File: config.mk
export PLATFORM = sky130hd
export DESIGN_NAME = pong_ball_engine
export DESIGN_NICKNAME = d
export VERILOG_FILES = /design/src/rtl/pong_ball_engine.sv
export SDC_FILE = /design/constraint.sdc
export NUM_CORES = 1
export LEC_CHECK = 0
export ABC_AREA = 1
export CORE_MARGIN = 5
export CORE_UTILIZATION = 45
export DETAILED_ROUTE_END_ITERATION = 10
export PLACE_DENSITY = 0.69
export SYNTH_ARGS = -nofsm -noshare
export SYNTH_HDL_FRONTEND = slang
export SYNTH_SLANG_ARGS = --single-unit
File: constraint.sdc
create_clock -name clk -period 3.26 [get_ports clk]
set_input_delay 0.652 -clock clk [delete_from_list [all_inputs] [get_ports clk]]
set_output_delay 0.652 -clock clk [all_outputs]
set_load 0.01 [all_outputs]
File: src/rtl/pong_ball_engine.sv
// pong_ball_engine
//
// Ball engine for the Pong datapath. It holds the ball position and direction and moves the
// ball once per tick. It resolves wall bounces, paddle hits and misses against both paddles,
// and runs the serve / play / point sequence with two saturating scores.
//
// Optional feature: define BALL_SPEEDUP_EN to latch the step at the start of each rally and
// add 1 px/tick (saturating at 31) on every paddle hit. When it is undefined, the step
// follows `speed` on every tick.
//
// Ports:
//   clk                    clock
//   reset                  synchronous, active-low
//   tick                   one-cycle move strobe (one per frame)
//   speed[4:0]             px per tick on each axis (0 behaves as 1)
//   paddle_l_y, paddle_r_y top edge of the left / right paddle
//   ball_x, ball_y         ball top-left corner
//   dir_x, dir_y           1 = right / down, 0 = left / up
//   hit_l, hit_r           one-cycle paddle-hit pulses
//   miss_l, miss_r         one-cycle miss pulses
//   score_l, score_r       saturating scores
//   state[1:0]             0 = serve, 1 = play, 2 = point
module pong_ball_engine #(
    parameter int unsigned COORD_W        = 11,
    parameter int unsigned FIELD_W        = 160,
    parameter int unsigned FIELD_H        = 120,
    parameter int unsigned BALL_SIZE      = 4,
    parameter int unsigned PADDLE_H       = 20,
    parameter int unsigned LEFT_PADDLE_X  = 8,
    parameter int unsigned RIGHT_PADDLE_X = 152,
    parameter int unsigned SERVE_TICKS    = 60
) (
    input  logic               clk,
    input  logic               reset,
    input  logic               tick,
    input  logic [4:0]         speed,
    input  logic [COORD_W-1:0] paddle_l_y,
    input  logic [COORD_W-1:0] paddle_r_y,
    output logic [COORD_W-1:0] ball_x,
    output logic [COORD_W-1:0] ball_y,
    output logic               dir_x,
    output logic               dir_y,
    output logic               hit_l,
    output logic               hit_r,
    output logic               miss_l,
    output logic               miss_r,
    output logic [3:0]         score_l,
    output logic [3:0]         score_r,
    output logic [1:0]         state
);

    // One extra bit so that position + step never wraps before it is compared.
    localparam int unsigned AW   = COORD_W + 1;
    localparam int unsigned CntW = $clog2(SERVE_TICKS + 1);

    localparam logic [1:0] StServe = 2'd0;
    localparam logic [1:0] StPlay  = 2'd1;
    localparam logic [1:0] StPoint = 2'd2;

    localparam logic [AW-1:0] CenterX   = AW'((FIELD_W - BALL_SIZE) / 2);
    localparam logic [AW-1:0] CenterY   = AW'((FIELD_H - BALL_SIZE) / 2);
    localparam logic [AW-1:0] XMax      = AW'(FIELD_W - BALL_SIZE);
    localparam logic [AW-1:0] YMax      = AW'(FIELD_H - BALL_SIZE);
    localparam logic [AW-1:0] BallSize  = AW'(BALL_SIZE);
    localparam logic [AW-1:0] PadH      = AW'(PADDLE_H);
    localparam logic [AW-1:0] LeftStop  = AW'(LEFT_PADDLE_X);
    localparam logic [AW-1:0] RightStop = AW'(RIGHT_PADDLE_X - BALL_SIZE);

    localparam logic [CntW-1:0] ServeLast = CntW'(SERVE_TICKS - 1);

    logic [1:0]         state_q, state_d;
    logic [COORD_W-1:0] ball_x_q, ball_x_d;
    logic [COORD_W-1:0] ball_y_q, ball_y_d;
    logic               dir_x_q, dir_x_d;
    logic               dir_y_q, dir_y_d;
    logic               serve_dir_y_q, serve_dir_y_d;
    logic               hit_l_q, hit_l_d;
    logic               hit_r_q, hit_r_d;
    logic               miss_l_q, miss_l_d;
    logic               miss_r_q, miss_r_d;
    logic [3:0]         score_l_q, score_l_d;
    logic [3:0]         score_r_q, score_r_d;
    logic [CntW-1:0]    serve_cnt_q, serve_cnt_d;

    logic [4:0]    speed_min1;
    logic [4:0]    step;
    logic [AW-1:0] step_w;
    logic [AW-1:0] bx, by, pl, pr;
    logic [AW-1:0] bx_next, by_next;
    logic          overlap_l, overlap_r;

`ifdef BALL_SPEEDUP_EN
    logic [4:0] step_q, step_d;
    assign step = step_q;
`else
    assign step = speed_min1;
`endif

    assign speed_min1 = (speed == 5'd0) ? 5'd1 : speed;
    assign step_w     = AW'(step);
    assign bx         = AW'(ball_x_q);
    assign by         = AW'(ball_y_q);
    assign pl         = AW'(paddle_l_y);
    assign pr         = AW'(paddle_r_y);

    // Paddle overlap uses the ball's pre-move y.
    assign overlap_l = (by + BallSize > pl) && (by < pl + PadH);
    assign overlap_r = (by + BallSize > pr) && (by < pr + PadH);

    always_comb begin
        state_d       = state_q;
        bx_next       = bx;
        by_next       = by;
        dir_x_d       = dir_x_q;
        dir_y_d       = dir_y_q;
        serve_dir_y_d = serve_dir_y_q;
        hit_l_d       = 1'b0;
        hit_r_d       = 1'b0;
        miss_l_d      = 1'b0;
        miss_r_d      = 1'b0;
        score_l_d     = score_l_q;
        score_r_d     = score_r_q;
        serve_cnt_d   = serve_cnt_q;
`ifdef BALL_SPEEDUP_EN
        step_d        = step_q;
`endif

        if (tick) begin
            case (state_q)
                StServe: begin
                    if (serve_cnt_q == ServeLast) begin
                        state_d     = StPlay;
                        serve_cnt_d = '0;
`ifdef BALL_SPEEDUP_EN
                        step_d      = speed_min1;
`endif
                    end else begin
                        serve_cnt_d = serve_cnt_q + CntW'(1);
                    end
                end

                StPlay: begin
                    // Y axis: bounce off top and bottom walls.
                    if (!dir_y_q) begin
                        if (by <= step_w) begin
                            by_next = '0;
                            dir_y_d = 1'b1;
                        end else begin
                            by_next = by - step_w;
                        end
                    end else if (by + step_w >= YMax) begin
                        by_next = YMax;
                        dir_y_d = 1'b0;
                    end else begin
                        by_next = by + step_w;
                    end

                    // X axis: paddle hit wins over a miss.
                    if (dir_x_q) begin
                        if ((bx + step_w >= RightStop) && (bx < RightStop) && overlap_r) begin
                            bx_next = RightStop;
                            dir_x_d = 1'b0;
                            hit_r_d = 1'b1;
`ifdef BALL_SPEEDUP_EN
                            step_d  = (step_q == 5'd31) ? step_q : step_q + 5'd1;
`endif
                        end else if (bx + step_w >= XMax) begin
                            bx_next  = XMax;
                            miss_r_d = 1'b1;
                            state_d  = StPoint;
                            if (score_l_q != 4'hf) begin
                                score_l_d = score_l_q + 4'd1;
                            end
                        end else begin
                            bx_next = bx + step_w;
                        end
                    end else begin
                        if ((bx <= LeftStop + step_w) && (bx > LeftStop) && overlap_l) begin
                            bx_next = LeftStop;
                            dir_x_d = 1'b1;
                            hit_l_d = 1'b1;
`ifdef BALL_SPEEDUP_EN
                            step_d  = (step_q == 5'd31) ? step_q : step_q + 5'd1;
`endif
                        end else if (bx <= step_w) begin
                            bx_next  = '0;
                            miss_l_d = 1'b1;
                            state_d  = StPoint;
                            if (score_r_q != 4'hf) begin
                                score_r_d = score_r_q + 4'd1;
                            end
                        end else begin
                            bx_next = bx - step_w;
                        end
                    end
                end

                StPoint: begin
                    // dir_x is left untouched: on a miss it already points at the side
                    // that conceded, which is where the next serve goes.
                    bx_next       = CenterX;
                    by_next       = CenterY;
                    serve_dir_y_d = ~serve_dir_y_q;
                    dir_y_d       = ~serve_dir_y_q;
                    state_d       = StServe;
                end

                default: begin
                    state_d = StServe;
                end
            endcase
        end

        ball_x_d = bx_next[COORD_W-1:0];
        ball_y_d = by_next[COORD_W-1:0];
    end

    always_ff @(posedge clk) begin
        if (!reset) begin
            state_q       <= StServe;
            ball_x_q      <= CenterX[COORD_W-1:0];
            ball_y_q      <= CenterY[COORD_W-1:0];
            dir_x_q       <= 1'b1;
            dir_y_q       <= 1'b1;
            serve_dir_y_q <= 1'b1;
            hit_l_q       <= 1'b0;
            hit_r_q       <= 1'b0;
            miss_l_q      <= 1'b0;
            miss_r_q      <= 1'b0;
            score_l_q     <= 4'd0;
            score_r_q     <= 4'd0;
            serve_cnt_q   <= '0;
`ifdef BALL_SPEEDUP_EN
            step_q        <= speed_min1;
`endif
        end else begin
            state_q       <= state_d;
            ball_x_q      <= ball_x_d;
            ball_y_q      <= ball_y_d;
            dir_x_q       <= dir_x_d;
            dir_y_q       <= dir_y_d;
            serve_dir_y_q <= serve_dir_y_d;
            hit_l_q       <= hit_l_d;
            hit_r_q       <= hit_r_d;
            miss_l_q      <= miss_l_d;
            miss_r_q      <= miss_r_d;
            score_l_q     <= score_l_d;
            score_r_q     <= score_r_d;
            serve_cnt_q   <= serve_cnt_d;
`ifdef BALL_SPEEDUP_EN
            step_q        <= step_d;
`endif
        end
    end

    assign state   = state_q;
    assign ball_x  = ball_x_q;
    assign ball_y  = ball_y_q;
    assign dir_x   = dir_x_q;
    assign dir_y   = dir_y_q;
    assign hit_l   = hit_l_q;
    assign hit_r   = hit_r_q;
    assign miss_l  = miss_l_q;
    assign miss_r  = miss_r_q;
    assign score_l = score_l_q;
    assign score_r = score_r_q;

endmodule

-- After elaboration in Yosys (flattened, before gate mapping)
Index checks and enable logic that the tools add are counted.
- register bits: 45
- latch bits: 0
- bits in writable memories: 0
- memory bits (read-only): 0
- output and inout port bits: 38
- memories: 0
- add/sub/neg operators: 11
- $mul: 0
- div/mod/pow operators: 0
- magnitude comparators: 12
- eq/ne operators: 10
- shift operators: 0
- muxes and demuxes: 29
- bitwise operators: 7
- reduce and logical (&&, ||, !) cells: 20
- operators by type and width (cell ; number):
    $mux W11 ; 8
    $pmux W11 S2 ; 2
    $add A11 B5 Y12 ; 2
    $add A11 B5 Y12 const B ; 2
    $ge A12 B8 Y1 const B ; 2
    $gt A12 B11 Y1 ; 2
    $lt A11 B12 Y1 ; 2
    $le A11 B5 Y1 ; 2
    $sub A11 B5 Y11 ; 2
    $reduce_and A6 Y1 ; 3
    $add A11 B3 Y12 const B ; 1
    $ge A12 B7 Y1 const B ; 1
    $mux W2 ; 6
    $ne A3 B3 Y1 const B ; 4
    $gt A11 B4 Y1 const B ; 1
    $le A11 B6 Y1 ; 1
    $lt A11 B8 Y1 const B ; 1
    $reduce_or A5 Y1 ; 2
    $mux W1 ; 9
    $add A4 B1 Y4 const B ; 2
    $ne A4 B4 Y1 const B ; 2
    $reduce_and A2 Y1 ; 4
    $not A1 Y1 ; 7
    $add A4 B5 Y6 const A ; 1
    other kinds (15) ; 20

-- Logic depth before layout (Yosys ltp)
- depth in word-level cells: 9
- gate-level depth with buffers: 21
- depth with buffers taken out: 21

-- Worst setup path after synthesis
No wires, ideal clock.
- path kind: input -> register
- from: input speed[1]
- to: register ball_y_q[2] (netlist: ball_y[2])
- data arrival time: 3093 ps
- required time: 3128 ps
- path slack: 34 ps
- stages on the path: 18
- path buffers: 0
- path through: inv_1 -> nand2_1 -> o21bai_1 -> ha_1 -> inv_1 -> fa_1 -> o21ai_1 -> nand2_1 -> nand2_1 -> nand2_1 -> inv_1 -> nand2_1 -> nand2_1 -> nand4_1 -> nor2_1 -> nand2_1 -> o21ai_0 -> a21oi_1
- word-level cells in the longest chain between the ends: 7
- RTL lines (what ; RTL line ; RTL):
    from (decl) ; 36 ; input logic [4:0] speed,
    $logic_not A5 Y1 ; 99 ; assign speed_min1 = (speed == 5'd0) ? 5'd1 : speed;
    $mux W5 (*) ; 99 ;
    $add A11 B5 Y12 ; 155 ; by_next = by + step_w;
    $ge A12 B7 Y1 ; 151 ; end else if (by + step_w >= YMax) begin
    $mux W11 ; 151 ;
    $mux W11 (*) ; 144 ; if (!dir_y_q) begin
    $pmux W11 S2 (*) ; 129 ; case (state_q)
    to (signal assigned) ; 222 ; ball_y_q <= CenterY[COORD_W-1:0];
    to (signal assigned) ; 239 ; ball_y_q <= ball_y_d;
    to (decl) ; 73 ; logic [COORD_W-1:0] ball_y_q, ball_y_d;
Every way passes the cells marked *; elsewhere a longest branch is shown, timed or not.
A chain may end at the register's enable or synchronous reset.

-- Worst setup path after layout
- from: input paddle_r_y[4]
- to: register state_q[1] (netlist: state[1])
- word-level cells in the longest chain between the ends: 6
- RTL lines (what ; RTL line ; RTL):
    from (decl) ; 38 ; input logic [COORD_W-1:0] paddle_r_y,
    $add A11 B5 Y12 ; 108 ; assign overlap_r = (by + BallSize > pr) && (by < pr + PadH);
    $lt A11 B12 Y1 ; 108 ;
    $logic_and A1 B1 Y1 (*) ; 108 ;
    $logic_and A1 B1 Y1 (*) ; 160 ; if ((bx + step_w >= RightStop) && (bx < RightStop) && overlap_r) begin
    $ne A3 B3 Y1 (no source line) (*) ; - ;
    $reduce_and A6 Y1 (no source line) (*) ; - ;
    to (signal assigned) ; 220 ; state_q <= StServe;
    to (signal assigned) ; 237 ; state_q <= state_d;
    to (decl) ; 71 ; logic [1:0] state_q, state_d;
Marked as above.

==> flow_summary.ini <==
[placed_design]
place_congestion = 0.9443
numPortBuffers = 67
dp.cells = 1160
hpwlAfterDp_mm = 13.21

[synthesis]
synth.ff_latch_count = 45
synth_cells = 865
async_flop_share_pct = 0
synth_area_um2 = 5524
ys_seq_area_share_pct = 16.31
synth_edf_count = 0
ys_warn_count = 0
synth_ff_type = dfxtp_1
synth.most_common_cell = nand2_1
avgSynthCellArea_um2 = 6.386
synthesis.nets = 974
synth.top_cell.area_share_pct = 16.99
synth.area.top_cells = ha_1, dfxtp_1, nand2_1, inv_1, nand3_1
synth_top_area_cell = ha_1
ys_top_cells_by_count = nand2_1, inv_1, nor2_1
synth_cell_type_count = 49

[floorplan]
coreArea_um2 = 12010
fp.dieW_um = 120.8
pin_count = 68
die_h_um = 120.8
row_count = 40
die-area_um2 = 14590
initial_core_util_pct = 45.99

[clock_network]
htree_levels = 2
worstSkewPairLatency_ps = 300
root_buffer = clkbuf_16
cts.clk_slew.worst_paths_ps = 70
clockBufferDepth = 2
cts_sinks = 45
cts_buffers = 5
cts_tree = yes
cts.hold.buffers_added = 0

[critical_path]
startpoint = paddle_r_y[4]
r2r_slack_ps = 270
rr_startpoint = ball_y[2]
worst_path_most_repeated_cell = nor2_1
slowest_delay_ps = 460
rr_endpoint = state[0]
crit_path_start_kind = primary input
worstSetupPathType = primary input to flop
crit_fanout = 5
end_kind = flop
critPathArrivalTime_ps = 3280
reg2reg_depth = 18
cp_slowest_cell = clkdlybuf4s50_1
required_ps = 3460
path_cells = clkdlybuf4s50_1 > inv_2 > o21ai_4 > buf_6 > xor2_2 > ha_1 > a21oi_2 > nor2_1 > a211oi_1 > nor2_1 > nor2_1 > nand2_2 > nor2_4 > nand2_8 > nand2_4 > nand2_4 > a21oi_2 > nor2_1

[min_path]
hp-start = serve_cnt_q[0]
holdPathEnd = serve_cnt_q[0]
holdPathStages = 2
hp-class = flop to flop

[timing]
slew_viol_final = 0
clock_skew_ps = 8.116
setup_viol = 0
timing.fmax_mhz = 324.6
finalCritPeriodShare_pct = 94.51
relSlewSlack_pct = 61.10
worst_slew_pin_slew_ps = 577.4
rsz0062_at_grt = false
period_needed_ps = 3081
hold_viol = 0

[pwr]
clockPowerShare_pct = 35.1
total_power_mw = 1.466
seq_power_share_pct = 37.7
p_int_mw = 1.026
power_frac_comb_pct = 27.1
ir_worst_vdd_v = 0.0002411
leakage_nw = 3.730
sw_frac_of_total_pct = 30.03
p_sw_mw = 0.4402
p_per_area_nw_per_um2 = 196.6

[grt]
grt_max_degree = 26
global_route.overflow_total = 0
antenna_found_initial = 0
grt_pass1_wl_mm = 26.64
grt_usage_pct = 22.40
grt_pass1_vias = 5473

[layout]
final_nets = 1135
diodes = 0
seq_area_um2 = 902.1
syn_to_final_growth_pct = 34.99
final_cell_count_no_fill = 1174
drive_gt1_share_pct = 20.45
multiInputGateArea_um2 = 4292
fillers = 1118

[detailed_routing]
drt_pass1_iterations = 5
drc = 0
avgViaCountPerCell = 5.089
vias = 5975
wire_per_inst_um = 14.18
drtIter0Drc = 481
ant_nets = 0
wirelength_mm = 16.64

[outcome]
status = finished clean

[flow_run]
max_cap_violations = 0
power by group through the flow:
stage / Combinational (mW) / Clock, mW / Sequential, mW
global placement: 0.368 / 0 / 0.566
global route: 0.443 / 0.543 / 0.553
CTS: 0.378 / 0.522 / 0.553
floorplan: 0.197 / 0 / 0.566
finish: 0.398 / 0.515 / 0.553
detailed placement: 0.368 / 0 / 0.566
logic make-up (layout without fill, tap and decap cells):
family | after synthesis | count (layout) | synth area share (%)
adders and majority gates | 79 | 79 | 18.44
buffers and inverters | 139 | 300 | 10.08
and+or+nand+nor | 444 | 445 | 36.56
DFF | 45 | 45 | 16.31
xor gates and xnor gates | 45 | 45 | 7.135
AOI/OAI and AO/OA | 113 | 113 | 11.48
layer usage:
metal  global-route usage, %  vias to the layer above  part of all wire (%)  wire length [µm]
li1                        -                     3139                     -                 -
met1                   33.36                     2652                    50              8358
met2                   34.44                      173                    43              7185
met3                   2.619                       11                   5.6               927
met4                   5.170                        0                   1.0               170
met5                       0                        -                     0                 0
cell type report:
type,count,share of cell area (%)
inverters,120,6.107
clock buffers,5,1.678
repair buffers,172,19.87
flip-flops and latches,45,12.10
clock inverters,3,0.2349
multi-input cells,682,57.55
well taps,147,2.466
sequential cells by signal, indices dropped and copies added, names as in the netlist, 2 cells and up:
register and flops:
score_r 4, score_l 4, ball_x 11, state 2, ball_y 11, serve_cnt_q 6
placed cells by master (no fill, tap or decap), types with 5 or more instances in the layout:
cell type          n
o21ai_0           19
inv_2             13
nand4_1           21
clkbuf_16          5
nand2_1          190
inv_1            105
ha_1              73
a21oi_1           53
o21ai_1           10
nand2_4            7
buf_4            104
dfxtp_1           44
nand3_2            5
clkdlybuf4s50_1   58
a21oi_2            7
nor3_1             8
nand3_1           71
dlymetal6s2s_1     8
xor2_1            35
nor2_2            14
nor4_1             5
nor2_1            81
xnor2_1            7
nand2_2           20
per-stage QoR:
step	TNS, ps	util [%]	hold slack [ps]	setup WS [ps]	instance area, µm²
2_1_floorplan	0	-	458.3	34.24	5524
3_3_place_gp	-7841	58.49	471.1	-352.8	7025
3_5_place_dp	-9528	58.49	476.0	-430.0	7025
4_1_cts	0	60.31	486.0	0.9459	7244
5_1_grt	0	62.08	532.1	12.81	7457
6_report	0	62.08	491.7	178.8	7457
what timing repair did:
action / 4_1_cts / 5_1_grt
endpoints found under the hold margin: 0 / 0
endpoints found under the setup margin: 14 / 32
gates cloned: 1 / 0
buffers inserted: 3 / 2
pin swaps: 9 / 25
resized for setup: 11 / 60
critical path, delay by kind of cell:
kind	cells	cell delay, ps
compound gates	4	530
xor+xnor	1	130
fa+ha+maj	1	320
buf+inv	3	680
simple gates	9	950
how the worst max path moves through the flow:
| stage | endpoint | depth (start not counted) |
|---|---|---|
| 2_1_floorplan | ball_y[2] | 18 |
| 3_3_place_gp | ball_x[2] | 23 |
| 3_5_place_dp | ball_x[2] | 23 |
| 4_1_cts | ball_x[2] | 23 |
| 5_1_grt | state[0] | 18 |
| 6_report | state[1] | 18 |
Power figures use the tool's default switching activity.
